$ cat config.mk
export PLATFORM = sky130hd
export DESIGN_NAME = dircc_heat_cell
export DESIGN_NICKNAME = d
export VERILOG_FILES = /design/src/rtl/dircc_heat_pkg.sv /design/src/rtl/dircc_heat_mac.sv /design/src/rtl/dircc_heat_cell.sv
export SDC_FILE = /design/constraint.sdc
export NUM_CORES = 1
export LEC_CHECK = 0
export ABC_AREA = 1
export CORE_MARGIN = 1.5
export CORE_UTILIZATION = 40
export CTS_CLUSTER_SIZE = 24
export DETAILED_ROUTE_END_ITERATION = 6
export GPL_ROUTABILITY_DRIVEN = 0
export PLACE_DENSITY = 0.64
export SLEW_MARGIN = 40
export SYNTH_ARGS = -nofsm -noshare
export SYNTH_HDL_FRONTEND = slang
export SYNTH_SLANG_ARGS = --single-unit
$ cat constraint.sdc
create_clock -name clk -period 5.57 [get_ports clk]
set_input_delay 0.557 -clock clk [delete_from_list [all_inputs] [get_ports clk]]
set_output_delay 0.557 -clock clk [all_outputs]
set_load 0.005 [all_outputs]
$ cat src/rtl/dircc_heat_pkg.sv
// Shared types and default widths for the heat-diffusion device cell.
package dircc_heat_pkg;

    localparam int T_W_DEF          = 13;
    localparam int TEMP_W_DEF       = 15;
    localparam int WEIGHT_W_DEF     = 8;
    localparam int ACC_W_DEF        = 24;
    localparam int SEEN_W_DEF       = 4;
    localparam int WEIGHT_SHIFT_DEF = 2;

    typedef enum logic [2:0] {
        ST_IDLE,
        ST_SEND,
        ST_RECV,
        ST_UPDATE,
        ST_DONE
    } heat_state_e;

    // Device/graph properties latched at start; field widths follow the defaults.
    typedef struct packed {
        logic [SEEN_W_DEF-1:0]   neighbour_count;
        logic [WEIGHT_W_DEF-1:0] self_weight;
        logic [TEMP_W_DEF-1:0]   init_value;
        logic                    is_dirichlet;
        logic [T_W_DEF-1:0]      max_time;
    } heat_cfg_t;

endpackage

$ cat src/rtl/dircc_heat_mac.sv
// Combinational saturating multiply-accumulate: acc_out = sat(acc_in + weight*temp).
module dircc_heat_mac #(
    parameter int ACC_W    = 24,
    parameter int WEIGHT_W = 8,
    parameter int TEMP_W   = 15
) (
    input  logic [ACC_W-1:0]    acc_in,
    input  logic [WEIGHT_W-1:0] weight,
    input  logic [TEMP_W-1:0]   temp,
    output logic [ACC_W-1:0]    acc_out
);

    localparam int PROD_W = WEIGHT_W + TEMP_W;
    // One guard bit above the wider operand so the carry is never lost.
    localparam int SUM_W  = ((ACC_W > PROD_W) ? ACC_W : PROD_W) + 1;
    localparam logic [SUM_W-1:0] ACC_MAX = {{(SUM_W-ACC_W){1'b0}}, {ACC_W{1'b1}}};

    logic [PROD_W-1:0] prod;
    logic [SUM_W-1:0]  sum_wide;

    function automatic logic [ACC_W-1:0] sat_acc(input logic [SUM_W-1:0] v);
        logic [ACC_W-1:0] r;
        if (v > ACC_MAX) begin
            r = {ACC_W{1'b1}};
        end else begin
            r = v[ACC_W-1:0];
        end
        return r;
    endfunction

    // Widen, multiply, add and clamp to the accumulator range.
    always_comb begin
        prod     = PROD_W'(weight) * PROD_W'(temp);
        sum_wide = SUM_W'(acc_in) + SUM_W'(prod);
        acc_out  = sat_acc(sum_wide);
    end

endmodule

$ cat src/rtl/dircc_heat_cell.sv
// One heat-diffusion device: collects weighted neighbour temperatures per
// time step, updates its heat and emits one (t, heat) message per step.
module dircc_heat_cell
    import dircc_heat_pkg::*;
#(
    parameter int T_W          = T_W_DEF,
    parameter int TEMP_W       = TEMP_W_DEF,
    parameter int WEIGHT_W     = WEIGHT_W_DEF,
    parameter int ACC_W        = ACC_W_DEF,
    parameter int SEEN_W       = SEEN_W_DEF,
    parameter int WEIGHT_SHIFT = WEIGHT_SHIFT_DEF
) (
    input  logic                clk,
    input  logic                reset_n,
    input  logic                start,
    input  logic [SEEN_W-1:0]   cfg_neighbour_count,
    input  logic [WEIGHT_W-1:0] cfg_self_weight,
    input  logic [TEMP_W-1:0]   cfg_init_value,
    input  logic                cfg_is_dirichlet,
    input  logic [T_W-1:0]      cfg_max_time,
    input  logic                in_valid,
    output logic                in_ready,
    input  logic [T_W-1:0]      in_t,
    input  logic [TEMP_W-1:0]   in_temp,
    input  logic [WEIGHT_W-1:0] in_weight,
    output logic                out_valid,
    input  logic                out_ready,
    output logic [T_W-1:0]      out_t,
    output logic [TEMP_W-1:0]   out_temp,
    output logic                done,
    output logic                err
);

    localparam logic [ACC_W-1:0] TEMP_MAX = {{(ACC_W-TEMP_W){1'b0}}, {TEMP_W{1'b1}}};

    heat_state_e       state_q, state_d;
    heat_cfg_t         cfg_q, cfg_d;
    logic [T_W-1:0]    t_q, t_d;
    logic [TEMP_W-1:0] heat_q, heat_d;
    logic [ACC_W-1:0]  acc_now_q, acc_now_d, acc_next_q, acc_next_d;
    logic [SEEN_W-1:0] seen_now_q, seen_now_d, seen_next_q, seen_next_d;
    logic              err_q, err_d;

    logic              accept, hit_now, hit_next, now_full, next_full;
    logic [T_W-1:0]    t_plus1;
    logic [ACC_W-1:0]  mac_in_acc, mac_in_sum, upd_sum, upd_scaled;
    logic [TEMP_W-1:0] heat_upd;

    function automatic logic [TEMP_W-1:0] clamp_temp(input logic [ACC_W-1:0] v);
        logic [TEMP_W-1:0] r;
        if (v > TEMP_MAX) begin
            r = {TEMP_W{1'b1}};
        end else begin
            r = v[TEMP_W-1:0];
        end
        return r;
    endfunction

    assign in_ready  = (state_q == ST_SEND) || (state_q == ST_RECV);
    assign out_valid = (state_q == ST_SEND);
    assign done      = (state_q == ST_DONE);
    assign out_t     = t_q;
    assign out_temp  = heat_q;
    assign err       = err_q;

    assign accept   = in_valid && in_ready;
    assign t_plus1  = t_q + T_W'(1);
    assign hit_now  = (in_t == t_q);
    assign hit_next = (in_t == t_plus1);
    assign now_full = (seen_now_q == cfg_q.neighbour_count);
    // The next window is also capped at the neighbour count so a carried
    // window can never overshoot the exit condition of RECV.
    assign next_full = (seen_next_q == cfg_q.neighbour_count) || (seen_next_q == {SEEN_W{1'b1}});
    assign mac_in_acc = hit_now ? acc_now_q : acc_next_q;

    dircc_heat_mac #(
        .ACC_W   (ACC_W),
        .WEIGHT_W(WEIGHT_W),
        .TEMP_W  (TEMP_W)
    ) u_mac_in (
        .acc_in (mac_in_acc),
        .weight (in_weight),
        .temp   (in_temp),
        .acc_out(mac_in_sum)
    );

    dircc_heat_mac #(
        .ACC_W   (ACC_W),
        .WEIGHT_W(WEIGHT_W),
        .TEMP_W  (TEMP_W)
    ) u_mac_upd (
        .acc_in (acc_now_q),
        .weight (cfg_q.self_weight),
        .temp   (heat_q),
        .acc_out(upd_sum)
    );

    assign upd_scaled = upd_sum >> WEIGHT_SHIFT;
    assign heat_upd   = cfg_q.is_dirichlet ? cfg_q.init_value : clamp_temp(upd_scaled);

    // Next-state: message accumulation first, then the step sequencer.
    always_comb begin
        state_d     = state_q;
        cfg_d       = cfg_q;
        t_d         = t_q;
        heat_d      = heat_q;
        acc_now_d   = acc_now_q;
        acc_next_d  = acc_next_q;
        seen_now_d  = seen_now_q;
        seen_next_d = seen_next_q;
        err_d       = err_q;

        if (accept) begin
            if (hit_now && !now_full) begin
                acc_now_d  = mac_in_sum;
                seen_now_d = seen_now_q + SEEN_W'(1);
            end else if (hit_next && !next_full) begin
                acc_next_d  = mac_in_sum;
                seen_next_d = seen_next_q + SEEN_W'(1);
            end else begin
                err_d = 1'b1;
            end
        end

        case (state_q)
            ST_IDLE, ST_DONE: begin
                if (start) begin
                    cfg_d = '{neighbour_count: cfg_neighbour_count,
                              self_weight:     cfg_self_weight,
                              init_value:      cfg_init_value,
                              is_dirichlet:    cfg_is_dirichlet,
                              max_time:        cfg_max_time};
                    t_d         = '0;
                    heat_d      = cfg_init_value;
                    acc_now_d   = '0;
                    acc_next_d  = '0;
                    seen_now_d  = '0;
                    seen_next_d = '0;
                    err_d       = 1'b0;
                    state_d     = ST_SEND;
                end
            end
            ST_SEND: begin
                if (out_ready) begin
                    state_d = (t_q == cfg_q.max_time) ? ST_DONE : ST_RECV;
                end
            end
            ST_RECV: begin
                // Looking at the post-accept count saves a cycle after the last input.
                if (seen_now_d == cfg_q.neighbour_count) begin
                    state_d = ST_UPDATE;
                end
            end
            ST_UPDATE: begin
                heat_d      = heat_upd;
                t_d         = t_plus1;
                acc_now_d   = acc_next_q;
                seen_now_d  = seen_next_q;
                acc_next_d  = '0;
                seen_next_d = '0;
                state_d     = ST_SEND;
            end
            default: state_d = ST_IDLE;
        endcase
    end

    // State and datapath registers; reset aborts any run in progress.
    always_ff @(posedge clk or negedge reset_n) begin
        if (!reset_n) begin
            state_q     <= ST_IDLE;
            cfg_q       <= '0;
            t_q         <= '0;
            heat_q      <= '0;
            acc_now_q   <= '0;
            acc_next_q  <= '0;
            seen_now_q  <= '0;
            seen_next_q <= '0;
            err_q       <= 1'b0;
        end else begin
            state_q     <= state_d;
            cfg_q       <= cfg_d;
            t_q         <= t_d;
            heat_q      <= heat_d;
            acc_now_q   <= acc_now_d;
            acc_next_q  <= acc_next_d;
            seen_now_q  <= seen_now_d;
            seen_next_q <= seen_next_d;
            err_q       <= err_d;
        end
    end

endmodule

==> impl_metrics.yaml, run 1 <==
run_status:
  status: "finished with violations"
  violations: "design-rule violations"
cells_and_area:
  fin_nets: 2938
  final_core_util: 0.5008
  fill_cells: 3929
  area_growth_pct: 22.87
  drive_above_1_share: 0.1298
  fin_cells: 3108
sta:
  fmax_ghz: 0.1831
  fin_crit_sh: 0.9803
  max_slew.worst_pin.slew_ns: 0.6932
  slew_headroom: 0.5379
  setup_ws_ns: 0.1099
  tns_ns: 0
  rsz0062_at_grt: "true"
  slew_violations: 0
  timing.final.hold_violations: 0
  clock_skew_ns: 0.01461
  finalCriticalPeriod_ns: 5.460
  setup_viol: 0
worst_hold_path:
  hp-class: "in2async"
global_route:
  grt-ovfl-total: 0
  grt_start_max_net_pins: 72
  track_usage: 0.2234
  antenna_found_initial: 2
  grt_pass1_vias: 15540
  grt_pass1_wl_um: 77880
clock_tree:
  clk_latency_ns: 0.44
  cts_hold_buf: 0
  clk_pin_slew_ns: 0.07
  cts-root-buf: "clkbuf_16"
  cts_buffers: 17
  cts-htree-levels: 4
  clock_path_buffers: 2
  cts.sinks: 129
  cts_tree: "yes"
detailed_routing:
  firstDrtPassIters: 7
  met3_length_um: 2130
  routed_via_density: 4.944
  vias: 15370
  drc: 3
  first_iter_violations: 1006
  m1WireLength_um: 20980
  antenna_left: 0
  wl_per_cell_um: 15.34
  wirelength_um: 47680
  wl_met2_um: 23250
  highest_layer: "met4"
worst_setup_path:
  path_class: "reg2reg"
  max_stage_delay_ns: 0.55
  end_kind: "flop"
  endpoint: "acc_now_q[11]"
  slowest_stage: "fa_2"
  critPathLaunchType: "flop"
  setup.worst_path.start: "out_t[7]"
  r2r_end: "acc_now_q[11]"
  cpMostUsedCell: "nand2_2"
  arrival_ns: 5.78
  rr_startpoint: "out_t[7]"
  path_max_fanout: 11
  critPathRequiredTime_ns: 5.89
  reg2reg_depth: 31
  r2r_slack_ns: 0.11
floorplanning:
  die_w_um: 207.4
  coreArea_sq_um: 41020
  ios: 114
  initial_core_util: 0.4075
  die_h_um: 207.4
  rows: 74
  die_area_sq_um: 43030
yosys:
  asyncSetResetFlopFracSynth: 1.000
  synth_flop_cell: "dfrtp_1"
  synth_cell_types: 43
  synth_edf_count: 0
  ys.warnings.count: 0
  avgSynthCellArea_sq_um: 7.065
  netlist_instances: 2366
  synth_area_sq_um: 16720
  yosysSeqAreaShare: 0.1931
  synth_seq_cells: 129
  syn-num-nets: 2743
place:
  place_inst: 3045
  post-place-ws_ns: -0.6678
  hpwlAfterDp_um: 37420
  portBuffers: 113
job:
  drv_cap: 0
worst max-delay path, delay by kind of cell (launching register included):
family | cells | cell delay [ns]
buffers and inverters | 7 | 0.81
DFF | 1 | 0.41
adders and majority gates | 5 | 2.30
xor gates and xnor gates | 2 | 0.29
and+or+nand+nor | 15 | 1.32
AOI/OAI and AO/OA | 2 | 0.22
cells by family after synthesis:
family                   Yosys count  share of synthesized area
buffers and inverters            624                     0.1445
AND/OR/NAND/NOR                 1046                     0.2525
flip-flops                       129                     0.1931
XOR/XNOR                          71                    0.03765
adder cells (fa/ha/maj)          295                     0.3097
AO/OA/AOI/OAI                    201                    0.06258
per-layer routing:
metal | vias up | track usage
met5 | - | 0
met2 | 420 | 0.3850
met1 | 7459 | 0.2925
met3 | 93 | 0.02254
li1 | 7393 | -
met4 | 0 | 0.07835
repair_timing:
action	4_1_cts	5_1_grt
cloned	2	0
pin swaps	29	53
resized for setup	71	106
setup endpoints to repair	48	62
setup buffers	16	13
synth_stat cells (2+ instances only):
cell      number  share of area
clkbuf_1      80          0.018
nor2_2         8         0.0030
nand2_2        3         0.0011
nand3b_1       4         0.0018
buf_6          6         0.0040
buf_1          3        0.00067
inv_2          5         0.0011
a221oi_1       2         0.0010
or2_2          2        0.00075
a21oi_1       72          0.022
nor3_2         2         0.0012
buf_2          3        0.00090
nand2_1      794           0.18
clkinv_1       3        0.00067
fa_1         198           0.24
o21ai_1        9         0.0027
xor2_1        31          0.016
a31oi_1        3         0.0011
dfrtp_1      129           0.19
nand3_1       68          0.020
inv_1        515           0.12
nor2_1       116          0.026
ha_1          97          0.073
nand3_2        2         0.0012
xnor2_1       39          0.020
nor4_1         3         0.0011
o22ai_1       11         0.0041
buf_4          5         0.0022
nor3_1        10         0.0030
nor2_4         4         0.0027
clkbuf_2       4         0.0012
o21ai_0       99          0.030
nand4_1       26         0.0097
worst min path at each step:
stage                     from       endpoint  slack, ns  cells past startpoint
floorplan              reset_n  acc_next_q[0]       0.26                      0
global placement     cfg_q[21]      cfg_q[21]       0.46                      2
detailed placement  state_q[2]     state_q[2]       0.46                      2
CTS                    reset_n       out_t[1]       0.15                      1
global route           reset_n       out_t[1]       0.17                      1
finish                 reset_n       out_t[1]       0.11                      1
area by class of cell:
class | count | area [sq um] | area share
Antenna cell | 2 | 5.005 | 0.0002437
Tap cell | 532 | 665.6 | 0.03241
Timing Repair Buffer | 277 | 2492 | 0.1213
Clock buffer | 17 | 425.4 | 0.02071
Sequential cell | 129 | 3233 | 0.1574
Clock inverter | 15 | 181.4 | 0.008833
Multi-Input combinational cell | 1613 | 11570 | 0.5633
Inverter | 523 | 1967 | 0.09576
sequential cells by signal, summed over array words and instances (netlist names), 3 cells and up:
name,cells
acc_next_q,24
out_t,13
out_temp,15
acc_now_q,24
seen_next_q,4
seen_now_q,4
state_q,3
cfg_q,41
stage by stage:
| stage | hold slack [ns] | area, sq um |
|---|---|---|
| floorplan | 0.2614 | 16720 |
| global placement | 0.4558 | 19140 |
| detailed placement | 0.4576 | 19150 |
| CTS | 0.1476 | 20120 |
| global route | 0.1733 | 20540 |
| finish | 0.1073 | 20540 |
cell usage in the layout, fill, tap and decap left out, drive strengths merged, types with 5 or more instances in the layout:
cell type and n:
o22ai 11, xor2 31, nand2 798, fa 198, nor3 12, nand3 70, a21oi 73, clkbuf 17
inv 530, buf 165, clkinv 5, nand4 26, clkdlybuf4s50 100, o21ai 109, xnor2 40, nor2 128
dlygate4sd2 8, ha 97, dfrtp 129
Power of run 1 is not shown: default switching activity piles up to over one toggle a cycle in this logic, so the estimate is an artifact.
==> run 2, diff against run 1 <==
--- a/config.mk
+++ b/config.mk
@@ -8,6 +8,7 @@
 export ABC_AREA = 1
 export CORE_MARGIN = 1.5
 export CORE_UTILIZATION = 40
+export CTS_CLUSTER_DIAMETER = 200
 export CTS_CLUSTER_SIZE = 24
 export DETAILED_ROUTE_END_ITERATION = 6
 export GPL_ROUTABILITY_DRIVEN = 0
==> results of run 2 <==
Same layout as run 1: the final DEF is identical, and so are final timing and power.
Power of run 2 is left out for the same reason.
==> run 3, diff against run 2 <==
--- a/config.mk
+++ b/config.mk
@@ -7,12 +7,12 @@
 export LEC_CHECK = 0
 export ABC_AREA = 1
 export CORE_MARGIN = 1.5
-export CORE_UTILIZATION = 40
+export CORE_UTILIZATION = 50
 export CTS_CLUSTER_DIAMETER = 200
 export CTS_CLUSTER_SIZE = 24
 export DETAILED_ROUTE_END_ITERATION = 6
 export GPL_ROUTABILITY_DRIVEN = 0
-export PLACE_DENSITY = 0.64
+export PLACE_DENSITY = 0.72
 export SLEW_MARGIN = 40
 export SYNTH_ARGS = -nofsm -noshare
 export SYNTH_HDL_FRONTEND = slang
==> run 3 against run 2 <==
Net effect:
- the flow now finishes without violations
- cell area is 0.94% lower
- clock skew shrank 0.0042 ns
- flip-flop and latch count unchanged
==> impl_metrics.yaml, run 3 (synthesis results as in run 1) <==
run_status:
  status: "finished, final reports clean"
global_route:
  grt_pass1_vias: 15770
  grt_use_met1: 0.3659
  use_met3: 0.03248
  grt_pass1_wl_um: 77120
  antenna_found_initial: 0
  grt_start_max_net_pins: 53
  grt-ovfl-total: 0
  grt_busiest_layer: "met2"
  use_met2: 0.4967
  track_usage: 0.2839
clock_tree:
  cts_buffers: 17
  cts-root-buf: "clkbuf_16"
  cts_hold_buf: 0
  clk_latency_ns: 0.44
  clk_pin_slew_ns: 0.07
  cts_tree: "yes"
  clock_path_buffers: 2
  cts-htree-levels: 4
  cts.sinks: 129
worst_setup_path:
  arrival_ns: 5.67
  rr_startpoint: "out_t[10]"
  path_class: "reg2reg"
  r2r_end: "acc_now_q[13]"
  max_stage_delay_ns: 0.56
  path_max_fanout: 8
  critPathLaunchType: "flop"
  reg2reg_depth: 30
  critPathTopFamily: "adder cells"
  slowest_stage: "fa_1"
  end_kind: "flop"
  critPathRequiredTime_ns: 5.88
  cpMostUsedCell: "nand2_1"
  cp_num_buf_inv: 6
  r2r_slack_ns: 0.21
floorplanning:
  die_w_um: 185.8
  coreArea_sq_um: 32700
  die_h_um: 185.8
  initial_core_util: 0.5112
  rows: 66
  ios: 114
  die_area_sq_um: 34540
cells_and_area:
  largest_reg_flops: 41
  area_growth_pct: 21.71
  largest_register: "cfg_q"
  final_area_sq_um: 20350
  reg.largest.list: "cfg_q: 41 flops, acc_next_q: 24 flops, acc_now_q: 24 flops"
  drive_above_1_share: 0.1244
  n_antenna_cell: 0
  fin_cells: 3007
  mostFrequentLayoutCells: "nand2_1, inv_1, fa_1"
  final_common_cell: "nand2_1"
  fin_nets: 2929
worst_hold_path:
  hp-class: "in2async"
sta:
  fin_crit_sh: 0.9618
  fmax_ghz: 0.1867
  setup_viol: 0
  slew_headroom: 0.5515
  max_slew.worst_pin.slew_ns: 0.6721
  finalCriticalPeriod_ns: 5.357
  tns_ns: 0
  clock_skew_ns: 0.01036
  timing.final.hold_violations: 0
  slew_violations: 0
  setup_ws_ns: 0.2129
place:
  place_inst: 2958
  hpwlAfterDp_um: 36800
  portBuffers: 113
  placed_cell_area_sq_um: 19050
  post-place-ws_ns: -0.6634
detailed_routing:
  firstDrtPassIters: 5
  wl_per_cell_um: 15.56
  first_iter_violations: 940
  drc: 0
  wirelength_um: 46800
  routed_via_density: 5.154
  vias: 15500
  antenna_left: 0
job:
  drv_cap: 0
[run 3: worst max-delay path by stage]
stage,start,end,slack (ns),cells after the start
final,out_t[10],acc_now_q[13],0.21,30
after global routing,out_t[5],acc_now_q[11],-0.04,33
after CTS,in_t[5],acc_now_q[0],-0.01,34
after detailed placement,in_t[10],acc_now_q[12],-0.66,28
after global placement,in_t[10],acc_now_q[12],-0.44,29
after floorplan,in_t[7],acc_now_q[22],0.02,28
[run 3: worst register-to-register path, delay by kind of cell (launching register included)]
family          cells  cell delay (ns)
buf+inv             6             0.71
compound gates      2             0.21
flops               1             0.41
xor+xnor            1             0.14
fa+ha+maj           5             2.26
simple gates       16             1.51
[run 3: final cells by class]
class / count / area, sq um
sequential: 129 / 3239
clock buffer: 18 / 439.2
inverter: 523 / 1963
fill: 2857 / 12360
tap: 442 / 553.0
multi-input combinational: 1613 / 11530
timing repair buffer: 268 / 2464
clock inverter: 14 / 155.1
[run 3: metrics by stage]
| stage | utilization | hold slack [ns] |
|---|---|---|
| 3_3_place_gp | 0.5823 | 0.4543 |
| 2_1_floorplan | - | 0.2614 |
| 4_1_cts | 0.6067 | 0.1212 |
| 5_1_grt | 0.6222 | 0.1421 |
| 6_report | 0.6222 | 0.1024 |
| 3_5_place_dp | 0.5825 | 0.4626 |
[run 3: timing repair]
action | in CTS | in global routing
pin swaps | 16 | 64
resized for setup | 25 | 133
setup endpoints to repair | 48 | 63
buffers inserted | 6 | 7
gates cloned | 3 | 1
[run 3: metal layers]
metal	wire, um	share of wire
met2	23020	0.49
met3	2773	0.059
met5	0	0
met1	19680	0.42
met4	1336	0.029
Power of run 3 is left out for the same reason.
